$ cat src/rtl/mem_access_pkg.sv
// Shared encodings for the memory access unit: request sizes, FSM states
// and the alignment/legality rule applied when a request is accepted.
package mem_access_pkg;

    localparam logic [1:0] SZ_BYTE    = 2'b00;
    localparam logic [1:0] SZ_HALF    = 2'b01;
    localparam logic [1:0] SZ_WORD    = 2'b10;
    localparam logic [1:0] SZ_ILLEGAL = 2'b11;

    typedef enum logic [2:0] {
        IDLE  = 3'd0,
        READ  = 3'd1,
        WRITE = 3'd2,
        ERR   = 3'd3,
        RESP  = 3'd4
    } state_e;

    // True when the size code is legal and the byte offset is naturally aligned.
    function automatic logic access_legal(input logic [1:0] size, input logic [1:0] offset);
        logic ok;
        case (size)
            SZ_BYTE: ok = 1'b1;
            SZ_HALF: ok = !offset[0];
            SZ_WORD: ok = (offset == 2'b00);
            default: ok = 1'b0;
        endcase
        return ok;
    endfunction

endpackage

$ cat src/rtl/byte_lane_unit.sv
// Little-endian lane steering: extracts and extends sub-word load data from a
// memory word, and merges sub-word store data into it.
module byte_lane_unit
    import mem_access_pkg::*;
(
    input  logic [31:0] word_i,
    input  logic [1:0]  offset_i,
    input  logic [1:0]  size_i,
    input  logic        signed_i,
    input  logic [31:0] wdata_i,
    output logic [31:0] load_o,
    output logic [31:0] merge_o
);

    logic [7:0]  byte_sel;
    logic [15:0] half_sel;

    always_comb begin
        case (offset_i)
            2'd1:    byte_sel = word_i[15:8];
            2'd2:    byte_sel = word_i[23:16];
            2'd3:    byte_sel = word_i[31:24];
            default: byte_sel = word_i[7:0];
        endcase
        half_sel = offset_i[1] ? word_i[31:16] : word_i[15:0];
    end

    always_comb begin
        load_o  = word_i;
        merge_o = word_i;
        case (size_i)
            SZ_BYTE: begin
                load_o = {{24{signed_i & byte_sel[7]}}, byte_sel};
                case (offset_i)
                    2'd1:    merge_o[15:8]  = wdata_i[7:0];
                    2'd2:    merge_o[23:16] = wdata_i[7:0];
                    2'd3:    merge_o[31:24] = wdata_i[7:0];
                    default: merge_o[7:0]   = wdata_i[7:0];
                endcase
            end
            SZ_HALF: begin
                load_o = {{16{signed_i & half_sel[15]}}, half_sel};
                if (offset_i[1]) begin
                    merge_o[31:16] = wdata_i[15:0];
                end else begin
                    merge_o[15:0] = wdata_i[15:0];
                end
            end
            SZ_WORD: merge_o = wdata_i;
            default: begin
                load_o  = word_i;
                merge_o = word_i;
            end
        endcase
    end

endmodule

$ cat src/rtl/mem_access_unit.sv
// Converts byte/half/word load-store requests into word-only memory accesses,
// using read-modify-write for sub-word stores and rejecting bad requests.
module mem_access_unit
    import mem_access_pkg::*;
#(
    parameter int unsigned MEM_WORDS   = 1024,
    parameter bit          CHECK_RANGE = 1'b1
) (
    input  logic        clk,
    input  logic        reset,
    input  logic        req_valid,
    output logic        req_ready,
    input  logic        req_we,
    input  logic [1:0]  req_size,
    input  logic        req_signed,
    input  logic [31:0] req_addr,
    input  logic [31:0] req_wdata,
    output logic        resp_valid,
    output logic [31:0] resp_rdata,
    output logic        resp_err,
    output logic [31:0] mem_addr,
    output logic [31:0] mem_wd,
    output logic        mem_we,
    input  logic [31:0] mem_rd
);

    state_e      state_q;
    logic [31:0] addr_q;
    logic [1:0]  size_q;
    logic        signed_q;
    logic        we_q;
    logic [31:0] wdata_q;
    logic [31:0] merge_q;
    logic        resp_valid_q;
    logic        resp_err_q;
    logic [31:0] resp_rdata_q;

    logic [31:0] load_d;
    logic [31:0] merge_d;
    logic        range_err;
    logic        acc_err;

    always_comb begin
        range_err = CHECK_RANGE && ({2'b00, req_addr[31:2]} >= MEM_WORDS);
        acc_err   = range_err || !access_legal(req_size, req_addr[1:0]);
    end

    byte_lane_unit u_lanes (
        .word_i   (mem_rd),
        .offset_i (addr_q[1:0]),
        .size_i   (size_q),
        .signed_i (signed_q),
        .wdata_i  (wdata_q),
        .load_o   (load_d),
        .merge_o  (merge_d)
    );

    always_ff @(posedge clk) begin
        if (reset) begin
            state_q      <= IDLE;
            addr_q       <= '0;
            size_q       <= '0;
            signed_q     <= 1'b0;
            we_q         <= 1'b0;
            wdata_q      <= '0;
            merge_q      <= '0;
            resp_valid_q <= 1'b0;
            resp_err_q   <= 1'b0;
            resp_rdata_q <= '0;
        end else begin
            resp_valid_q <= 1'b0;
            case (state_q)
                IDLE: begin
                    if (req_valid) begin
                        addr_q   <= req_addr;
                        size_q   <= req_size;
                        signed_q <= req_signed;
                        we_q     <= req_we;
                        wdata_q  <= req_wdata;
                        if (acc_err) begin
                            state_q <= ERR;
                        end else if (req_we && (req_size == SZ_WORD)) begin
                            state_q <= WRITE;
                        end else begin
                            state_q <= READ;
                        end
                    end
                end
                READ: begin
                    if (we_q) begin
                        merge_q <= merge_d;
                        state_q <= WRITE;
                    end else begin
                        resp_rdata_q <= load_d;
                        resp_valid_q <= 1'b1;
                        state_q      <= RESP;
                    end
                end
                WRITE: begin
                    resp_valid_q <= 1'b1;
                    state_q      <= RESP;
                end
                ERR: begin
                    resp_err_q   <= 1'b1;
                    resp_valid_q <= 1'b1;
                    state_q      <= RESP;
                end
                RESP: begin
                    // Response fields are only meaningful while resp_valid is high.
                    resp_err_q   <= 1'b0;
                    resp_rdata_q <= '0;
                    state_q      <= IDLE;
                end
                default: state_q <= IDLE;
            endcase
        end
    end

    // Write enable is gated by reset so a reset landing on WRITE cancels the store.
    assign mem_we     = (state_q == WRITE) && !reset;
    assign mem_wd     = (state_q == WRITE) ? ((size_q == SZ_WORD) ? wdata_q : merge_q) : 32'h0;
    assign mem_addr   = (state_q == IDLE) ? 32'h0 : {addr_q[31:2], 2'b00};
    assign req_ready  = (state_q == IDLE);
    assign resp_valid = resp_valid_q;
    assign resp_err   = resp_err_q;
    assign resp_rdata = resp_rdata_q;

endmodule

$ cat config.mk
export PLATFORM = sky130hd
export DESIGN_NAME = mem_access_unit
export DESIGN_NICKNAME = d
export VERILOG_FILES = /design/src/rtl/mem_access_pkg.sv /design/src/rtl/byte_lane_unit.sv /design/src/rtl/mem_access_unit.sv
export SDC_FILE = /design/constraint.sdc
export NUM_CORES = 1
export LEC_CHECK = 0
export ABC_AREA = 1
export CAP_MARGIN = 40
export CORE_ASPECT_RATIO = 1.25
export CORE_MARGIN = 2
export CORE_UTILIZATION = 45
export DETAILED_ROUTE_END_ITERATION = 7
export PLACE_DENSITY = 0.85
export SLEW_MARGIN = 20
export SYNTH_ARGS = -nofsm -noshare
export SYNTH_HDL_FRONTEND = slang
export SYNTH_SLANG_ARGS = --single-unit
$ cat constraint.sdc
create_clock -name clk -period 1.8 [get_ports clk]
set_clock_uncertainty 0.1 [all_clocks]
set_input_delay 0.27 -clock clk [delete_from_list [all_inputs] [get_ports clk]]
set_output_delay 0.27 -clock clk [all_outputs]
set_load 0.01 [all_outputs]
==> metrics.yaml <==
status: "finished, violations left"
violations: "setup timing"
yosys.area.top_type_share: 0.380
rrSetupSlack_ns: -0.01
post_synthesis_area_per_instance_um2: 6.61
netlist.top_cell.by_area: "sky130_fd_sc_hd__dfxtp_1"
critical_path_peak_fanout: 7
ys_ff_latch: 137
power.density_nw_per_um2: 1080
start_util: 0.461
route.detailed.drc: 0
grt-ovfl-total: 0
io_buffer_count: 200
floorplan.io_pins: 203
clock_root_buffer: "sky130_fd_sc_hd__clkbuf_16"
synth_area_leaders: "sky130_fd_sc_hd__dfxtp_1 (38%), sky130_fd_sc_hd__nand2_1 (12%), sky130_fd_sc_hd__a21oi_1 (11%)"
cp_top_family: "buffers and inverters"
period_share: 1.11
yosys.cell_types.count: 36
place_inst: 1513
critical_path_arrival_ns: 1.63
design.core.area_um2: 15600
cp_slowest_cell: "sky130_fd_sc_hd__dfxtp_2"
number_of_antenna_violating_nets_in_the_routed_design: 0
vias_in_the_first_global_route: 7889
worst_slack_ns: -0.198
final.setup.tns_ns: -3.61
htree_num_levels: 4
maxClockFrequency_ghz: 0.501
instances_no_fill: 1574
setup.worst_path.class: "flop to output port"
vias: 8631
floorplan.rows: 51
dpl.hpwl_um: 18500
count_of_nets_after_finishing: 1452
ys.warnings.count: 0
asyncSetResetFlopFracSynth: 0
fin_hold_ws_ns: 0.240
timing.critical_path.slowest_cell_delay_ns: 0.33
die_y_um: 146
die_x_um: 117
tritoncts_buffers: 17
wire_length_of_the_first_global_routing_pass_um: 40000
timing.hold.worst.start: "reset"
crit_chain: "inv_4 > nand2_8 > inv_6 > buf_12 > buf_16 > nand2_4 > a21oi_2 > buf_2"
dominantRegCellSynth: "sky130_fd_sc_hd__dfxtp_1"
final_layout_size_suffix_gt1_frac: 0.251
slew_violations: 0
r2r_worst_path_depth: 9
final-setup-viol-count: 44
hold_viol_final: 0
tritoncts: "yes"
grt_max_degree: 79
grt_use_total: 0.301
routabilityCongestion: 0.982
critPathLaunch: "size_q[0]"
via_per_inst: 5.48
post-route-min-period_ns: 2.00
timing.critical_path.required_ns: 1.43
antenna_found_initial: 0
utilization: 0.717
power.ir.vdd_worst_v: 0.000899
timing.slew.headroom: 0.625
synthesis.instances: 1090
synth-seq-area-share: 0.380
cts_sinks: 137
die_area_um2: 17100
place_worst_setup_slack_ns: -0.165
startpoint_type: "flop"
rr_startpoint: "state_q[1]"
rsz_0062_raised_after_global_routing: "true"
cts_hold_buffers: 0
cellLeakagePower_nw: 4.75
synth_edf_count: 0
regToRegEndpoint: "addr_q[2]"
end_kind: "output port"
clock_latency_ns: 0.44
wire_per_inst_um: 17.4
min_delay_worst_endpoint: "resp_rdata[4]"
max-clock-path-buffers: 2
worst-path-buf-inv: 5
synthesis.area_um2: 7210
antenna_cells_inserted: 0
drt_first_pass_iters: 6
route.final.wire_length_um: 27400
min_path_type: "input pin to flop"
cap_viol_max_count: 0
syn_to_final_growth_pct: 55.5
worst_pin_slew_ns: 0.562
min_delay_path_depth: 3
clkSlewWorstSetupHoldPaths_ns: 0.06
dr.first_iter.drc_count: 637
-- through the flow --
| step | cell area, µm² | total power [mW] |
|---|---|---|
| after floorplan | 7210 | 5.65 |
| after detailed placement | 9880 | 7.26 |
| after global placement | 9880 | 7.20 |
| after global routing | 11200 | 12.6 |
| final | 11200 | 12.1 |
| after CTS | 10700 | 11.2 |
-- timing repair --
action	CTS	global route
cloned	3	5
setup buffers	7	14
gates resized for setup	260	159
setup endpoints to repair	64	108
pin swaps	8	15
-- registers in the layout (all words and copies together) (netlist names) --
register	count
size_q	2
merge_q	32
we_q	1
addr_q	32
wdata_q	32
state_q	3
resp_valid	1
resp_err	1
signed_q	1
resp_rdata	32
-- worst reg2reg max path, cell delays in order, from the launching register on --
cell	delay, ns
sky130_fd_sc_hd__dfxtp_4	0.36
sky130_fd_sc_hd__nor2_4	0.11
sky130_fd_sc_hd__nand2_4	0.09
sky130_fd_sc_hd__clkinv_8	0.09
sky130_fd_sc_hd__clkbuf_16	0.16
sky130_fd_sc_hd__buf_4	0.12
sky130_fd_sc_hd__nand2_4	0.07
sky130_fd_sc_hd__buf_8	0.18
sky130_fd_sc_hd__o21ai_0	0.29
sky130_fd_sc_hd__a21oi_1	0.09
-- power breakdown --
| group | switching [mW] | internal, mW | total, mW | leakage (nW) |
|---|---|---|---|---|
| combinational | 2.64 | 2.07 | 4.71 | 3.32 |
| clock | 1.43 | 2.36 | 3.79 | 0.311 |
| sequential | 0.229 | 3.40 | 3.63 | 1.12 |
-- worst max-delay path by stage --
stage / cells after the start / to
detailed placement: 6 / mem_wd[28]
floorplan: 6 / mem_wd[21]
CTS: 7 / mem_wd[1]
global route: 8 / mem_wd[14]
global placement: 6 / mem_wd[26]
finish: 8 / mem_wd[14]
-- synth_stat cells (5+ instances only) --
cell type	number
sky130_fd_sc_hd__nand2_2	13
sky130_fd_sc_hd__inv_1	121
sky130_fd_sc_hd__o21ai_1	5
sky130_fd_sc_hd__clkbuf_1	39
sky130_fd_sc_hd__inv_2	9
sky130_fd_sc_hd__a21oi_1	165
sky130_fd_sc_hd__nand2_1	231
sky130_fd_sc_hd__a211oi_1	7
sky130_fd_sc_hd__a41oi_1	6
sky130_fd_sc_hd__nand4_1	10
sky130_fd_sc_hd__nor2_1	99
sky130_fd_sc_hd__buf_4	5
sky130_fd_sc_hd__o21ai_0	110
sky130_fd_sc_hd__buf_2	23
sky130_fd_sc_hd__a21oi_2	10
sky130_fd_sc_hd__nand3_1	40
sky130_fd_sc_hd__o211ai_1	13
sky130_fd_sc_hd__o21a_1	9
sky130_fd_sc_hd__dfxtp_1	137
-- routing by layer --
layer / global-route usage / part of all wire / vias to the layer above
met5: 0 / 0 / -
met4: 0.152 / 0.050 / 0
met3: 0.0800 / 0.085 / 116
met2: 0.484 / 0.49 / 488
met1: 0.363 / 0.38 / 3940
li1: - / - / 4087
-- cells in the final DEF (no fill, tap or decap), drive strengths merged --
cell type,synthesis,final
nor2,106,106
nand2,246,246
clkdlybuf4s50,0,135
clkdlybuf4s15,0,1
o21ai,116,116
nand3b,1,1
nand3,43,43
a21oi,176,176
conb,1,2
nand4,10,10
clkinv,0,8
clkbuf,41,22
o21bai,2,2
a211oi,7,7
nor3,4,4
inv,130,131
bufinv,0,4
o211ai,17,17
a31oi,4,4
o21a,9,9
a41oi,6,6
dfxtp,137,137
buf,34,174
clkinvlp,0,1
-- cell type report --
class / instances / area, µm²
Fill cell: 1168 / 4420
Multi-Input combinational cell: 749 / 4020
Inverter: 130 / 510
Tap cell: 212 / 265
Sequential cell: 137 / 2750
Timing Repair Buffer: 314 / 3030
Clock inverter: 14 / 195
Clock buffer: 18 / 439
-- kinds of logic after synthesis --
logic type	after synthesis	share of synthesized area
AND/OR/NAND/NOR	410	0.241
AO/OA/AOI/OAI	337	0.260
buffers and inverters	205	0.118
flip-flops	137	0.380
other	1	0.000520
Note: power is estimated with default switching activity, not from simulation.
